[src/rtl/bist_mac_engine.sv]
// bist_mac_engine: pipelined y = x1*x2 + v*t + c with a
// self-test that runs after reset and again on request.
module bist_mac_engine #(
  parameter int WIDTH = 8,
  parameter int NUM_VECTORS = 4,
  localparam int RW = 2*WIDTH+2,
  localparam int IW = $clog2(NUM_VECTORS+1)
) (
  input  logic          clk,
  input  logic          reset,
  input  logic          bist_start,
  input  logic          fault_inject,
  input  logic          in_valid,
  output logic          in_ready,
  input  logic [WIDTH-1:0] x1,
  input  logic [WIDTH-1:0] x2,
  input  logic [WIDTH-1:0] v,
  input  logic [WIDTH-1:0] t,
  input  logic [WIDTH-1:0] c,
  output logic          out_valid,
  output logic [RW-1:0] y,
  output logic          bist_done,
  output logic          bist_pass,
  output logic [IW-1:0] bist_fail_idx
);

  typedef enum logic [1:0] {RUN, DRAIN, PASS, FAIL} state_t;

  localparam int PW = 2*WIDTH;
  // c is one bit wider so the BIST addend 2*i never wraps
  localparam int CW = WIDTH+1;

  state_t        state, state_n;
  logic [IW-1:0] idx, idx_n;
  logic          dcnt, dcnt_n;

  logic issue, accept, rerun, mism, fail_seen;

  logic [WIDTH-1:0] op_x1, op_x2, op_v, op_t;
  logic [CW-1:0]    op_c;
  logic [RW-1:0]    gi, gold;

  logic          s1_valid, s1_bist;
  logic [IW-1:0] s1_idx;
  logic [RW-1:0] s1_gold;
  logic [PW-1:0] s1_p1, s1_p2;
  logic [CW-1:0] s1_c;

  logic          s2_valid, s2_bist;
  logic [IW-1:0] s2_idx;
  logic [RW-1:0] s2_gold, s2_y;

  logic          o_valid;
  logic [RW-1:0] o_y;

  assign issue     = (state == RUN);
  assign accept    = in_valid & in_ready;
  assign rerun     = bist_start &
                     ((state == PASS) || (state == FAIL));
  assign mism      = s2_valid & s2_bist &
                     (s2_y != s2_gold);
  assign fail_seen = (bist_fail_idx != '0) | mism;

  assign in_ready  = (state == PASS);
  assign bist_done = (state == PASS) || (state == FAIL);
  assign bist_pass = (state == PASS);
  assign out_valid = o_valid;
  assign y         = o_y;

  // Operand source: generated vector in RUN, else the ports
  always_comb begin
    gi    = RW'(idx);
    gold  = gi*gi + RW'(5)*gi;
    op_x1 = x1;
    op_x2 = x2;
    op_v  = v;
    op_t  = t;
    op_c  = {1'b0, c};
    if (issue) begin
      op_x1 = WIDTH'(idx);
      op_x2 = WIDTH'(idx) + WIDTH'(1);
      op_v  = WIDTH'(idx);
      op_t  = WIDTH'(2);
      op_c  = CW'(idx) << 1;
    end
  end

  // Next-state logic for the self-test sequencer
  always_comb begin
    state_n = state;
    idx_n   = idx;
    dcnt_n  = dcnt;
    unique case (state)
      RUN: begin
        if (idx == IW'(NUM_VECTORS)) begin
          state_n = DRAIN;
          dcnt_n  = 1'b0;
        end else begin
          idx_n = idx + IW'(1);
        end
      end
      DRAIN: begin
        if (dcnt)
          state_n = fail_seen ? FAIL : PASS;
        else
          dcnt_n = 1'b1;
      end
      PASS, FAIL: begin
        if (bist_start) begin
          state_n = RUN;
          idx_n   = IW'(1);
        end
      end
      default: begin
        state_n = RUN;
        idx_n   = IW'(1);
      end
    endcase
  end

  // Sequencer state registers
  always_ff @(posedge clk or posedge reset) begin
    if (reset) begin
      state <= RUN;
      idx   <= IW'(1);
      dcnt  <= 1'b0;
    end else begin
      state <= state_n;
      idx   <= idx_n;
      dcnt  <= dcnt_n;
    end
  end

  // Stage 1: products plus the BIST sideband
  always_ff @(posedge clk or posedge reset) begin
    if (reset) begin
      s1_valid <= 1'b0;
      s1_bist  <= 1'b0;
      s1_idx   <= '0;
      s1_gold  <= '0;
      s1_p1    <= '0;
      s1_p2    <= '0;
      s1_c     <= '0;
    end else begin
      s1_valid <= issue | accept;
      s1_bist  <= issue;
      if (issue | accept) begin
        s1_idx  <= issue ? idx : '0;
        s1_gold <= issue ? gold : '0;
        s1_p1   <= PW'(op_x1) * PW'(op_x2);
        s1_p2   <= PW'(op_v) * PW'(op_t);
        s1_c    <= op_c;
      end
    end
  end

  // Stage 2: sum, with the fault hook on bit 0
  always_ff @(posedge clk or posedge reset) begin
    if (reset) begin
      s2_valid <= 1'b0;
      s2_bist  <= 1'b0;
      s2_idx   <= '0;
      s2_gold  <= '0;
      s2_y     <= '0;
    end else begin
      s2_valid <= s1_valid;
      s2_bist  <= s1_valid & s1_bist;
      if (s1_valid) begin
        s2_idx  <= s1_idx;
        s2_gold <= s1_gold;
        s2_y    <= (RW'(s1_p1) + RW'(s1_p2) +
                    RW'(s1_c)) ^ RW'(fault_inject);
      end
    end
  end

  // Result register: holds the last stage-2 value
  always_ff @(posedge clk or posedge reset) begin
    if (reset) begin
      o_valid <= 1'b0;
      o_y     <= '0;
    end else begin
      o_valid <= s2_valid & ~s2_bist;
      if (s2_valid)
        o_y <= s2_y;
    end
  end

  // First failing vector index, cleared on re-run
  always_ff @(posedge clk or posedge reset) begin
    if (reset)
      bist_fail_idx <= '0;
    else if (rerun)
      bist_fail_idx <= '0;
    else if (mism && (bist_fail_idx == '0))
      bist_fail_idx <= s2_idx;
  end

endmodule

[config.mk]
export PLATFORM = sky130hd
export DESIGN_NAME = bist_mac_engine
export DESIGN_NICKNAME = d
export VERILOG_FILES = /design/src/rtl/bist_mac_engine.sv
export SDC_FILE = /design/constraint.sdc
export NUM_CORES = 1
export LEC_CHECK = 0
export ABC_CLOCK_PERIOD_IN_PS = 15050
export CAP_MARGIN = 20
export CELL_PAD_IN_SITES_DETAIL_PLACEMENT = 0
export CELL_PAD_IN_SITES_GLOBAL_PLACEMENT = 1
export CORE_MARGIN = 2
export CORE_UTILIZATION = 55
export DETAILED_ROUTE_END_ITERATION = 6
export DONT_BUFFER_PORTS = 1
export PLACE_DENSITY_LB_ADDON = 0.1
export RECOVER_POWER = 50
export SYNTH_ARGS = -nofsm -noshare
export SYNTH_HDL_FRONTEND = slang
export SYNTH_SLANG_ARGS = --single-unit
[constraint.sdc]
create_clock -name clk -period 15.05 [get_ports clk]
set_input_delay 3.01 -clock clk [delete_from_list [all_inputs] [get_ports clk]]
set_output_delay 3.01 -clock clk [all_outputs]
set_load 0.01 [all_outputs]
# Word level (Yosys, flattened, before mapping)
# Index checks and enable logic that the tools add are counted.
dict set report totals {
  word_cells 77
  register_bits 133
  inputBits 45
}
dict set report op_classes {
  mux 19
  n_eq_ne 9
  reduce_logical 12
  mul 4
  bitwise_logic 10
  add_sub_neg 5
}
# op count
set ops {}
lappend ops {{2-to-1 mux 8 bit} 5}
lappend ops {{multiplier 8 x 8 -> 16 bit} 2}
lappend ops {{adder 17 x 9 -> 18 bit} 1}
lappend ops {{inequality test 18 bit} 1}
lappend ops {{XOR 18 x 1 -> 18 bit} 1}
lappend ops {{adder 16 x 16 -> 17 bit} 1}
lappend ops {{2-to-1 mux 3 bit} 5}
lappend ops {{adder 6 x 6 -> 7 bit} 1}
lappend ops {{2-to-1 mux 7 bit} 1}
lappend ops {{AND 1 bit} 6}
lappend ops {{multiplier 3 x 3 -> 6 bit} 1}
lappend ops {{multiplier 3 x 3 -> 6 bit (first input constant)} 1}
lappend ops {{2-to-1 mux 2 bit} 3}
lappend ops {{inequality test 2 bit (second input constant)} 3}
lappend ops {{case mux 2 bit (3 select lines)} 1}
lappend ops {{case mux 3 bit (2 select lines)} 1}
lappend ops {{AND reduction 3 bit} 2}
lappend ops {{nonzero test 2 bit} 3}
lappend ops {{adder 3 x 1 -> 4 bit (second input constant)} 1}
lappend ops {{== test 2 bit (second input constant)} 2}
lappend ops {{adder 3 x 1 -> 3 bit (second input constant)} 1}
lappend ops {{== test 3 bit (second input constant)} 1}
lappend ops {{logical NOT 3 bit} 1}
lappend ops {{nonzero test 3 bit} 1}
lappend ops {{other kinds (11)} 13}

# Longest topological paths before layout
dict set report logic_depth {
  ltp_word 6
  mapped_depth 20
  ltp_nobuf 18
}

# Worst setup path after synthesis
# No wires, ideal clock.
dict set report synth_timing {
  kind {input -> register}
  start {input port x1[3]}
  end {register s1_p1[14]}
  arrival_ns 6.679
  stages 15
  slack_ns 8.276
  path_buffers 0
  required_ns 14.955
  cell_sequence {and3_1 fa_1 inv_1 fa_1 inv_1 fa_1 inv_1 fa_1 inv_1 ha_1 or2_2 a21oi_1 nor3_1 o21a_1 o31ai_1}
}
dict set report synth_via {
  elab_chain_cells 2
}
# item line
set synth_rtl {}
lappend synth_rtl {{from (decl)} 15} ;# input logic [WIDTH-1:0] x1,
lappend synth_rtl {{2-to-1 mux 8 bit} 79} ;# if (issue) begin
lappend synth_rtl {{multiplier 8 x 8 -> 16 bit} 150} ;# s1_p1 <= PW'(op_x1) * PW'(op_x2);
lappend synth_rtl {{to (signal assigned)} 150}
lappend synth_rtl {{to (decl)} 46} ;# logic [PW-1:0] s1_p1, s1_p2;
# No other way between the ends.
# A chain may end at the register's enable or synchronous reset.

# Worst setup path in the final report
dict set report layout_timing {
  start {input port x1[2]}
  end {register s1_p1[12]}
}
# The elaborated chain is that of the path after synthesis.

==> impl_metrics.yaml <==
status:
  status: "finished with violations"
  violations: "capacitance limit, slew limit"
global_route:
  grt_pass1_wl_um: 35890
  grt_pass1_vias: 7194
  grt_use_total: 0.2272
  grt_overflow: 0
  grt_start_max_net_pins: 135
  antenna_found_initial: 0
layout:
  nNetsFinal: 1241
  drive_gt1_frac: 0.06719
  fin_area_um2: 10310
  mostFrequentLayoutCells: "116 x inv_1, 107 x ha_1, 107 x dfrtp_1"
  final_common_cell: "inv_1"
  area_growth_pct: 4.105
  antennaDiodeCount: 0
setup_path:
  r2r_slack_ps: 9200
  crit_arrival_ps: 6760
  worstReg2RegEnd: "s1_p1[12]$_DFFE_PP0P_"
  cp_max_fo: 8
  endpoint_kind: "flip-flop"
  required_ps: 15150
  cp-start-kind: "input pin"
  worst_r2r_path_depth: 16
  path_class: "input pin to flip-flop"
  r2r_start: "state[1]$_DFFE_PP0P_"
timing:
  setup-violations-final: 0
  finalCritPeriodShare: 0.4422
  fin_setup_tns_ps: 0
  rsz0062_at_grt: "no"
  finalClockSkew_ps: 7.865
  max_slew_margin: -0.7853
  finalCriticalPeriod_ps: 6656
  tightestPinTransition_ps: 2678
  max_clock_freq_mhz: 150.2
  holdWs_ps: 468.7
  slew_violations: 146
  hold_viol: 0
synthesis:
  yosys.area.top_type_share: 0.2703
  syn_nets: 1268
  synth_mux_area_frac: 0.04169
  seq_area_frac_synth: 0.2730
  synth-simple-area-share: 0.1761
  synth_area_leaders: "dfrtp_1 27%, fa_1 16%, ha_1 14%"
  synth_top_family_by_area: "adder cells"
  synth_cell_types: 60
  synth_warnings: 0
  synth-compound-area-share: 0.1206
  ys_seq_elements: 108
  synthCells: 1035
  post-synth-top-area-cell: "dfrtp_1"
  synth_edf_count: 0
  synthFlopType: "dfrtp_1"
  syn_area_um2: 9904
  synth_area_per_cell_um2: 9.570
  yosys.area_share.adder: 0.2989
  async_reset_ff_frac: 1.000
  synth_xor_area_frac: 0.02741
placement:
  place_area_um2: 10050
  dpl.hpwl_um: 16750
  globalplace.congestion: 0.8044
  port_buffers: 0
hold_path:
  hold_end: "s2_bist$_DFF_PP0_"
  worstHoldStart: "s1_bist$_DFF_PP0_"
  hold_path_class: "flip-flop to flip-flop"
  whs_path_depth: 1
clocking:
  hold_buffers: 0
  post_cts_buffers: 0
  clock-sinks: 108
  htreeDepth: 3
  cts_tree: "done"
  cts_buffers: 9
  clk_latency_ps: 350
  cts_resized: 0
  cts-root-buf: "clkbuf_16"
  path_clk_slew_ps: 70
  clk_path_buf_depth: 2
floorplan:
  dieArea_um2: 19100
  num_io_pins: 70
  rows: 49
  initial_core_util: 0.5552
  core-area_um2: 17840
  dieHeight_um: 138.2
  die_w_um: 138.2
detailed_routing:
  drc: 0
  totalWireLength_um: 20990
  drt-pass1-iter-count: 5
  post_drt_wl_per_cell_um: 16.92
  antenna_left: 0
  dr.first_iter.drc_count: 410
  post_drt_via_cell_ratio: 5.779
  vias: 7172
job:
  max-cap-violations: 3
-- critical path, stage by stage --
cell      delay, ps
a31o_2          220
fa_1            430
fa_1            540
inv_1            50
fa_1            460
fa_1            540
inv_1            40
ha_1            330
o21ai_0         150
o21a_1          230
nor4b_1         360
mux2i_1         230
o311ai_0        170
-- through the flow --
stage	util	cells	setup WS, ps
5_1_grt	0.5780	1241	8236
6_report	0.5780	1241	8394
3_5_place_dp	0.5632	1226	8104
4_1_cts	0.5784	1241	8481
3_3_place_gp	0.5632	1226	8166
2_1_floorplan	-	1035	8276
-- final cells by class --
| type | instances | area [um^2] |
|---|---|---|
| clock buffer | 9 | 225.2 |
| clock inverter | 6 | 47.55 |
| fill | 1652 | 7530 |
| inverter | 117 | 440.4 |
| multi-input combinational | 768 | 6585 |
| sequential | 108 | 2704 |
| tap | 229 | 286.5 |
| timing repair buffer | 4 | 22.52 |
-- Yosys cell counts (15+ instances only) --
cell type,number
nand3_1,44
o21ai_0,42
fa_1,81
a21o_1,15
clkbuf_1,26
a21oi_1,40
nor2_1,21
and3_1,100
nor3_1,19
nand2_1,95
dfrtp_1,107
mux2_2,34
xnor2_1,21
ha_1,107
inv_1,116
-- layer usage --
metal | up-vias | global-route usage | wire length [um]
met5 | - | 0 | 0
met4 | 0 | 0.06230 | 434
met3 | 24 | 0.03014 | 823
met2 | 159 | 0.3695 | 9659
met1 | 3440 | 0.3233 | 10070
li1 | 3549 | - | -
-- cell families after synthesis --
family | count (synthesis)
XOR/XNOR | 31
AO/OA/AOI/OAI | 180
flip-flops | 108
buffers and inverters | 159
AND/OR/NAND/NOR | 332
multiplexers | 37
adder cells (fa/ha/maj) | 188
-- sequential cells by signal (all words and copies together), names as in the netlist --
signal and flops:
s2_y 18, s1_valid 1, s1_p1 16, s2_idx 3
bist_fail_idx 3, idx 3, y 18, dcnt 1
out_valid 1, s1_idx 3, s1_bist 1, s2_valid 1
state 2, s1_gold 6, s1_c 8, s2_bist 1
s2_gold 6, s1_p2 16
-- how the worst max path moves through the flow --
stage / startpoint / end / slack, ps / cells past startpoint
after floorplan: x1[3] / s1_p1[14]$_DFFE_PP0P_ / 8280 / 15
after global placement: x1[3] / s1_p1[14]$_DFFE_PP0P_ / 8170 / 15
after detailed placement: x1[3] / s1_p1[14]$_DFFE_PP0P_ / 8100 / 15
after CTS: x1[3] / s1_p1[14]$_DFFE_PP0P_ / 8480 / 15
after global routing: x1[2] / s1_p1[12]$_DFFE_PP0P_ / 8240 / 13
final: x1[2] / s1_p1[12]$_DFFE_PP0P_ / 8390 / 13
Power is left out: the tool's default activity adds up to more than one toggle a clock period on the data nets, which glitch-free logic cannot reach.
